`src/rtl/hack_defs.v`:
```
// Shared Hack instruction-word field positions and the reset PC value.
`ifndef HACK_DEFS_V
`define HACK_DEFS_V

`define HACK_OPCODE_BIT   15
`define HACK_A_BIT        12
`define HACK_COMP_MSB     11
`define HACK_COMP_LSB     6
`define HACK_DEST_A_BIT   5
`define HACK_DEST_D_BIT   4
`define HACK_DEST_M_BIT   3
`define HACK_JLT_BIT      2
`define HACK_JEQ_BIT      1
`define HACK_JGT_BIT      0
`define HACK_RESET_PC     15'h0000

`endif

```
`src/rtl/hack_cpu_pkg.sv`:
```
// Types and field positions shared by the Hack CPU and its ALU.
`include "hack_defs.v"

package hack_cpu_pkg;

  localparam int unsigned DATA_W     = 16;
  localparam int unsigned ADDR_W     = 15;

  localparam int unsigned OPCODE_BIT = `HACK_OPCODE_BIT;
  localparam int unsigned A_BIT      = `HACK_A_BIT;
  localparam int unsigned COMP_MSB   = `HACK_COMP_MSB;
  localparam int unsigned COMP_LSB   = `HACK_COMP_LSB;
  localparam int unsigned DEST_A_BIT = `HACK_DEST_A_BIT;
  localparam int unsigned DEST_D_BIT = `HACK_DEST_D_BIT;
  localparam int unsigned DEST_M_BIT = `HACK_DEST_M_BIT;
  localparam int unsigned JLT_BIT    = `HACK_JLT_BIT;
  localparam int unsigned JEQ_BIT    = `HACK_JEQ_BIT;
  localparam int unsigned JGT_BIT    = `HACK_JGT_BIT;

  localparam logic [ADDR_W-1:0] RESET_PC = `HACK_RESET_PC;

  typedef enum logic {
    INSTR_A = 1'b0,
    INSTR_C = 1'b1
  } instr_kind_e;

  // Field order matches the comp bits [11:6] of a C-instruction.
  typedef struct packed {
    logic zx;
    logic nx;
    logic zy;
    logic ny;
    logic f;
    logic no;
  } alu_ctrl_t;

  function automatic logic jump_taken(input logic jlt, input logic jeq,
                                      input logic jgt, input logic zr,
                                      input logic ng);
    return (jlt & ng) | (jeq & zr) | (jgt & ~ng & ~zr);
  endfunction

endpackage

```
`src/rtl/hack_cpu_alu.sv`:
```
// Hack ALU: six-bit controlled add/and unit with zero and negative flags.
module hack_cpu_alu
  import hack_cpu_pkg::*;
(
  input  logic [DATA_W-1:0] x_i,
  input  logic [DATA_W-1:0] y_i,
  input  alu_ctrl_t         ctrl_i,
  output logic [DATA_W-1:0] out_o,
  output logic              zr_o,
  output logic              ng_o
);

  logic [DATA_W-1:0] x_z, x_n, y_z, y_n, res;

  always_comb begin
    x_z   = ctrl_i.zx ? '0 : x_i;
    x_n   = ctrl_i.nx ? ~x_z : x_z;
    y_z   = ctrl_i.zy ? '0 : y_i;
    y_n   = ctrl_i.ny ? ~y_z : y_z;
    res   = ctrl_i.f ? (x_n + y_n) : (x_n & y_n);
    out_o = ctrl_i.no ? ~res : res;
    zr_o  = (out_o == '0);
    ng_o  = out_o[DATA_W-1];
  end

endmodule

```
`src/rtl/hack_cpu.sv`:
```
// Hack CPU core: A/D/PC registers, instruction decode, jump and PC logic.
module hack_cpu
  import hack_cpu_pkg::*;
(
  input  logic              clock,
  input  logic              reset_n,
  input  logic              enable,
  input  logic [DATA_W-1:0] instruction,
  input  logic [DATA_W-1:0] inM,
  output logic [DATA_W-1:0] outM,
  output logic              writeM,
  output logic [ADDR_W-1:0] addressM,
  output logic [ADDR_W-1:0] pc
);

  logic [DATA_W-1:0] a_q, a_d;
  logic [DATA_W-1:0] d_q, d_d;
  logic [ADDR_W-1:0] pc_q, pc_d;

  instr_kind_e       kind;
  alu_ctrl_t         alu_ctrl;
  logic [DATA_W-1:0] alu_y;
  logic [DATA_W-1:0] alu_out;
  logic              alu_zr, alu_ng;
  logic              jump;

  assign kind     = instr_kind_e'(instruction[OPCODE_BIT]);
  assign alu_ctrl = alu_ctrl_t'(instruction[COMP_MSB:COMP_LSB]);
  assign alu_y    = instruction[A_BIT] ? inM : a_q;

  hack_cpu_alu u_alu (
    .x_i    (d_q),
    .y_i    (alu_y),
    .ctrl_i (alu_ctrl),
    .out_o  (alu_out),
    .zr_o   (alu_zr),
    .ng_o   (alu_ng)
  );

  assign jump = (kind == INSTR_C) &&
                jump_taken(instruction[JLT_BIT], instruction[JEQ_BIT],
                           instruction[JGT_BIT], alu_zr, alu_ng);

  assign outM     = alu_out;
  assign writeM   = (kind == INSTR_C) & instruction[DEST_M_BIT] & enable & reset_n;
  assign addressM = a_q[ADDR_W-1:0];
  assign pc       = pc_q;

  // NOTE: every next-state value gets a hold default first so no path
  // through this block leaves a variable unassigned (which would infer a latch).
  always_comb begin
    a_d  = a_q;
    d_d  = d_q;
    pc_d = pc_q;
    if (enable) begin
      if (kind == INSTR_A) begin
        a_d = {1'b0, instruction[ADDR_W-1:0]};
      end else begin
        if (instruction[DEST_A_BIT]) a_d = alu_out;
        if (instruction[DEST_D_BIT]) d_d = alu_out;
      end
      // Jump target is the A value before this edge's update.
      pc_d = jump ? a_q[ADDR_W-1:0] : pc_q + 1'b1;
    end
  end

  // NOTE: state registers use non-blocking assignments so every register
  // samples the pre-edge values, independent of statement order.
  always_ff @(posedge clock or negedge reset_n) begin
    if (!reset_n) begin
      a_q  <= '0;
      d_q  <= '0;
      pc_q <= RESET_PC;
    end else begin
      a_q  <= a_d;
      d_q  <= d_d;
      pc_q <= pc_d;
    end
  end

endmodule

```
`config.mk`:
```
export PLATFORM = sky130hd
export DESIGN_NAME = hack_cpu
export DESIGN_NICKNAME = d
export VERILOG_FILES = /design/src/rtl/hack_cpu_pkg.sv /design/src/rtl/hack_cpu_alu.sv /design/src/rtl/hack_cpu.sv
export VERILOG_INCLUDE_DIRS = /design/src /design/src/rtl
export SDC_FILE = /design/constraint.sdc
export NUM_CORES = 1
export LEC_CHECK = 0
export ABC_CLOCK_PERIOD_IN_PS = 6500
export BUFFER_PORTS_ARGS = -buffer_cell sky130_fd_sc_hd__buf_4
export CORE_MARGIN = 4
export CORE_UTILIZATION = 40
export CTS_CLUSTER_DIAMETER = 80
export DETAILED_ROUTE_END_ITERATION = 10
export PLACE_DENSITY = 0.65
export SLEW_MARGIN = 10
export SYNTH_ARGS = -nofsm -noshare
export SYNTH_HDL_FRONTEND = slang
export SYNTH_SLANG_ARGS = --single-unit
```
`constraint.sdc`:
```
create_clock -name clock -period 6.5 [get_ports clock]
set_clock_uncertainty 0.2 [all_clocks]
set_input_delay 0.975 -clock clock [delete_from_list [all_inputs] [get_ports clock]]
set_output_delay 0.975 -clock clock [all_outputs]
set_load 0.005 [all_outputs]
```
# Word-level counts from Yosys, hierarchy flattened
# Cells that the tools add are included.
[word_totals]
regBits = 47
latch_bits = 0
mem_bits_rw = 0
romBits = 0
in_bits = 35
out_inout_bits = 47
elab_cells = 35
mem_count = 0
[op_classes]
addsub = 2
n_mul = 0
n_div = 0
order_cmp = 0
eq_ne = 1
n_shift = 0
muxes = 10
n_bitwise = 15
n_reduce_logical = 4
[ops]
columns = ["cell", "count"]
rows = [
  ["$mux 16", 9],
  ["$not 16->16", 3],
  ["$add 16x16->16", 1],
  ["$and 16x16->16", 1],
  ["$logic_not 16->1", 1],
  ["$add 15x1->15 const B", 1],
  ["$mux 15", 1],
  ["$and 1x1->1", 7],
  ["$reduce_and 3->1", 1],
  ["$ne 2x2->1 const B", 1],
  ["$not 1->1", 2],
  ["$or 1x1->1", 2],
  ["$reduce_and 2->1", 1],
  ["$logic_and 1x1->1", 1],
]

# Logic depth before layout (Yosys ltp)
[logic_depth]
ltp_word = 14
mapped_depth = 21
depth_no_buf = 16

# Cells and area by module
# From an unflattened synthesis, not the netlist that was laid out.
[hier_totals]
cells_unflattened = 518
hier_area_um2 = 4529.3
[modules_own_cells]
columns = ["module", "n_inst", "cells_per_inst", "area_per_inst_um2", "seq_area_each_um2"]
rows = [
  ["hack_cpu", 1, 262, 2597.5, 1176.1],
  ["hack_cpu_alu", 1, 256, 1931.9, 0.0],
]

# Worst setup path before layout
# OpenSTA, ideal clock, no wires.
[synth_timing]
path_kind = "input-to-reg"
from = "input port instruction[12]"
to = "register pc_q[10] (netlist: pc[10])"
setup_ps = 142
arrival_time_ps = 5550
required_time_ps = 6158
setup_slack_ps = 608
stages = 19
path_buffers = 4
path_cell_list = "clkbuf_1 clkbuf_1 mux2i_1 nor2_1 xor2_1 ha_1 or3_1 and2_4 and4b_1 or4_1 a21oi_1 nand4bb_1 or4_1 or3_1 a31oi_1 buf_4 buf_8 mux2i_1 a22oi_2"
[synth_between]
elab_chain_len = 14
word_cells_on_any_way = 20
classes_between = "add/sub (1); mux (6); bitwise (11); reduce/logical (2)"
[synth_lines]
columns = ["item", "line", "source"]
rows = [
  ["from (decl)", "hack_cpu.sv:8", "input logic [DATA_W-1:0] instruction,"],
  ["$mux 16 (*)", "hack_cpu.sv:29", "assign alu_y = instruction[A_BIT] ? inM : a_q;"],
  ["$mux 16 (*)", "hack_cpu_alu.sv:18", "y_z = ctrl_i.zy ? '0 : y_i;"],
  ["$not 16->16", "hack_cpu_alu.sv:19", "y_n = ctrl_i.ny ? ~y_z : y_z;"],
  ["$mux 16 (*)", "hack_cpu_alu.sv:19", ""],
  ["$add 16x16->16 or $and 16x16->16 (tied branches)", "hack_cpu_alu.sv:20", "res = ctrl_i.f ? (x_n + y_n) : (x_n & y_n);"],
  ["$mux 16 (*)", "hack_cpu_alu.sv:20", ""],
  ["$not 16->16", "hack_cpu_alu.sv:21", "out_o = ctrl_i.no ? ~res : res;"],
  ["$mux 16 (*)", "hack_cpu_alu.sv:21", ""],
  ["$logic_not 16->1 or $not 1->1 (tied branches)", "hack_cpu_alu.sv:22, hack_cpu_pkg.sv:40", ""],
  ["$and 1x1->1 or $not 1->1 (tied branches)", "hack_cpu_pkg.sv:40", "return (jlt & ng) | (jeq & zr) | (jgt & ~ng & ~zr);"],
  ["$or 1x1->1 or $and 1x1->1 (tied branches)", "hack_cpu_pkg.sv:40", ""],
  ["$or 1x1->1 (*)", "hack_cpu_pkg.sv:40", ""],
  ["$logic_and 1x1->1 (*)", "hack_cpu.sv:40", "assign jump = (kind == INSTR_C) &&"],
  ["$mux 15 (*)", "hack_cpu.sv:63", "pc_d = jump ? a_q[ADDR_W-1:0] : pc_q + 1'b1;"],
  ["to (signal assigned)", "hack_cpu.sv:77", "pc_q <= pc_d;"],
  ["to (decl)", "hack_cpu.sv:18", "logic [ADDR_W-1:0] pc_q, pc_d;"],
]
# Every way passes the cells marked *; elsewhere a longest branch is shown, timed or not.
# A chain may end at the register's enable or synchronous reset.

# Final worst setup path
[layout_timing]
from = "input port instruction[12]"
to = "register pc_q[11] (netlist: pc[11])"
# The elaborated chain is that of the path after synthesis.

==> flow_metrics.py <==
metrics = {
    "critical_path": {
        "cpPeakStageDelay_ps": 520,
        "path_buf_inv": 2,
        "startpoint_type": "input port",
        "path_class": "input port to register",
        "r2r-end": "pc[11]",
        "worstPathMaxFanout": 29,
        "r2r_slack_ps": 1320,
        "r2r-start": "a_q[0]",
        "path_cells": "buf_4 -> mux2i_1 -> nor2_1 -> xor2_1 -> ha_1 -> fa_1 -> a211oi_1 -> o21ai_1 -> and4b_1 -> or4_1 -> a21oi_1 -> nand4bb_1 -> or4_1 -> or3_1 -> a31oi_2 -> buf_4 -> mux2_1 -> a22oi_1",
        "crit_family": "simple AND/OR/NAND/NOR gates",
        "worstPathRequired_ps": 6510,
        "crit_path_end_kind": "register",
        "critPathSlowestCell": "or4_1",
        "r2r_cells": 17,
        "arrival_ps": 5800,
    },
    "power_and_ir_drop": {
        "p_switching_w": 0.000774,
        "cellLeakagePower_nw": 2.45,
        "pwr-share-seq": 0.258,
        "powerDensity_nw_per_um2": 358,
        "p_total_w": 0.00192,
        "p_comb_frac": 0.569,
        "intPower_w": 0.00115,
        "p_sw_frac": 0.402,
        "power_frac_clock": 0.173,
        "irDropWorstVdd_uv": 254,
    },
    "clock_tree": {
        "clk_pin_slew_ps": 60,
        "clock-sinks": 47,
        "cts_tree": "yes",
        "cts_hold_buf": 0,
        "clockBufferDepth": 2,
        "root_buffer": "clkbuf_16",
        "clkLatencyLatePin_ps": 290,
        "cts_setup_buffers": 0,
        "numCtsBuffers": 5,
        "htreeDepth": 2,
        "cts_resized": 0,
    },
    "synthesis": {
        "synth_nets": 620,
        "yosysMostFrequentCell": "dfrtp_1",
        "synth_area_um2": 4680,
        "synth-edff-count": 0,
        "ys_top_cells_by_area": "dfrtp_1, mux2i_1, xnor2_1, ha_1, o21ai_0",
        "ys.flop_type": "dfrtp_1",
        "yosysWarnings": 0,
        "async_flop_share": 1.00,
        "syn_area_per_cell_um2": 8.25,
        "yosysTopAreaCell": "dfrtp_1",
        "syn-instance-count": 567,
        "synthTopCellsByCount": "dfrtp_1, nand2_1, mux2i_1",
        "ys_types": 69,
        "netlist.area_leader.share": 0.251,
        "seq_area_frac_synth": 0.251,
        "ys_ff_latch": 47,
    },
    "global_route": {
        "overflow": 0,
        "grt_antenna_before_repair": 0,
        "grt_max_degree": 50,
        "first_global_vias": 4039,
        "grtUsageTotal": 0.188,
        "grt_pass1_wl_um": 20700,
    },
    "placement": {
        "hpwl_um": 9420,
        "gp_congestion": 0.837,
        "placed_area_um2": 5180,
        "io_buffers": 81,
        "pre_cts_ws_ps": 425,
    },
    "floorplan": {
        "start_util": 0.410,
        "die_area_um2": 13500,
        "num_rows": 39,
        "die_h_um": 116,
        "ios": 82,
        "die_w_um": 116,
        "coreArea_um2": 11400,
    },
    "drt": {
        "vias_per_cell": 5.60,
        "dr.pass1.iters": 4,
        "route.detailed.drc": 0,
        "finalWirelength_um": 12600,
        "ant_nets": 0,
        "detail_route.iter0.violations": 441,
        "route.vias.total": 4177,
        "wl_per_cell_um": 16.8,
    },
    "final_layout": {
        "nets": 655,
        "antenna_cells": 0,
        "drive_gt1_frac": 0.196,
        "syn2layout_area_growth_pct": 14.9,
        "post-route-util": 0.471,
        "final_area_um2": 5370,
    },
    "timing": {
        "timing.final.ws_setup_ps": 707,
        "maxSlewHeadroom": 0.344,
        "min_period_ps": 5790,
        "tns_ps": 0,
        "finalSetupViolCount": 0,
        "slew_viol_final": 0,
        "fmax_mhz": 173,
        "tightest_slew_ps": 981,
        "rsz0062_at_grt": "no",
        "finalHoldViolations": 0,
        "final.period_utilization": 0.891,
    },
    "min_path": {
        "min_path_type": "register to register",
        "min_from": "d_q[7]",
        "hold_depth": 2,
        "min_to": "d_q[7]",
    },
    "job": {
        "maxCapViolCount": 0,
    },
    "run_status": {
        "outcome": "complete, no violations",
    },
}
-- how the worst max path moves through the flow --
| stage | startpoint | to | slack, ps | cells after the start |
|---|---|---|---|---|
| 3_3_place_gp | instruction[12] | pc[12] | 460 | 18 |
| 3_5_place_dp | instruction[12] | pc[11] | 420 | 18 |
| 5_1_grt | instruction[12] | pc[12] | 330 | 18 |
| 2_1_floorplan | instruction[12] | pc[10] | 610 | 19 |
| 4_1_cts | instruction[12] | pc[11] | 690 | 18 |
| 6_report | instruction[12] | pc[11] | 710 | 18 |
-- flip-flops by register name, summed over array words and instances, names as in the netlist --
name and count:
a_q 16, d_q 16, pc 15
-- placed cells by master (no fill, tap or decap), drive strengths merged, types with 5 or more instances in the layout --
master,synthesis,final
nand2b,22,22
and2,5,5
nand2,46,46
nor4,6,6
or3,6,6
o211ai,5,5
mux2i,41,41
nand3,15,15
a211oi,5,5
inv,30,30
clkbuf,21,6
nor3b,6,6
nor2,35,35
o21ai,47,47
xnor2,25,25
xor2,16,16
ha,17,17
nor3,14,14
mux2,12,12
and3,11,11
dfrtp,47,47
buf,35,84
a21oi,14,14
a22oi,14,14
nand3b,10,10
a21o,5,5
-- worst min-delay path, cell delays in order, from the launching register on --
cell     delay [ps]
dfrtp_1         340
nand2_1          50
o21ai_0          60
-- layer usage --
layer | track usage | vias up | share of wire
li1 | - | 2076 | -
met1 | 0.264 | 2015 | 0.48
met2 | 0.307 | 75 | 0.47
met3 | 0.0306 | 11 | 0.040
met4 | 0.0441 | 0 | 0.012
met5 | 0 | - | 0
-- final cells by class --
class                           instances  area (um^2)
Fill cell                            1112         6040
Multi-Input combinational cell        434         3090
Sequential cell                        47         1180
Timing Repair Buffer                   84          631
Tap cell                              143          179
Clock buffer                            6          129
Inverter                               30          113
Clock inverter                          2         60.1
-- logic make-up after synthesis --
kind of cell / after synthesis / share of synthesized area
multiplexers: 53 / 0.117
flip-flops: 47 / 0.251
adder cells (fa/ha/maj): 18 / 0.0497
buffers and inverters: 86 / 0.0901
AND/OR/NAND/NOR: 192 / 0.216
AO/OA/AOI/OAI: 130 / 0.200
XOR/XNOR: 41 / 0.0768
-- stage by stage --
step           instances  hold WS (ps)
2_1_floorplan        567           249
3_3_place_gp         738           264
3_5_place_dp         738           271
4_1_cts              746           287
5_1_grt              746           316
6_report             746           283
-- power by group through the flow --
stage	Clock [W]	Combinational (W)	Sequential [W]
2_1_floorplan	0	0.000762	0.000479
3_3_place_gp	0	0.00107	0.000495
3_5_place_dp	0	0.00109	0.000500
4_1_cts	0.000342	0.00110	0.000496
5_1_grt	0.000353	0.00121	0.000514
6_report	0.000334	0.00109	0.000496
Power figures use the tool's default switching activity.
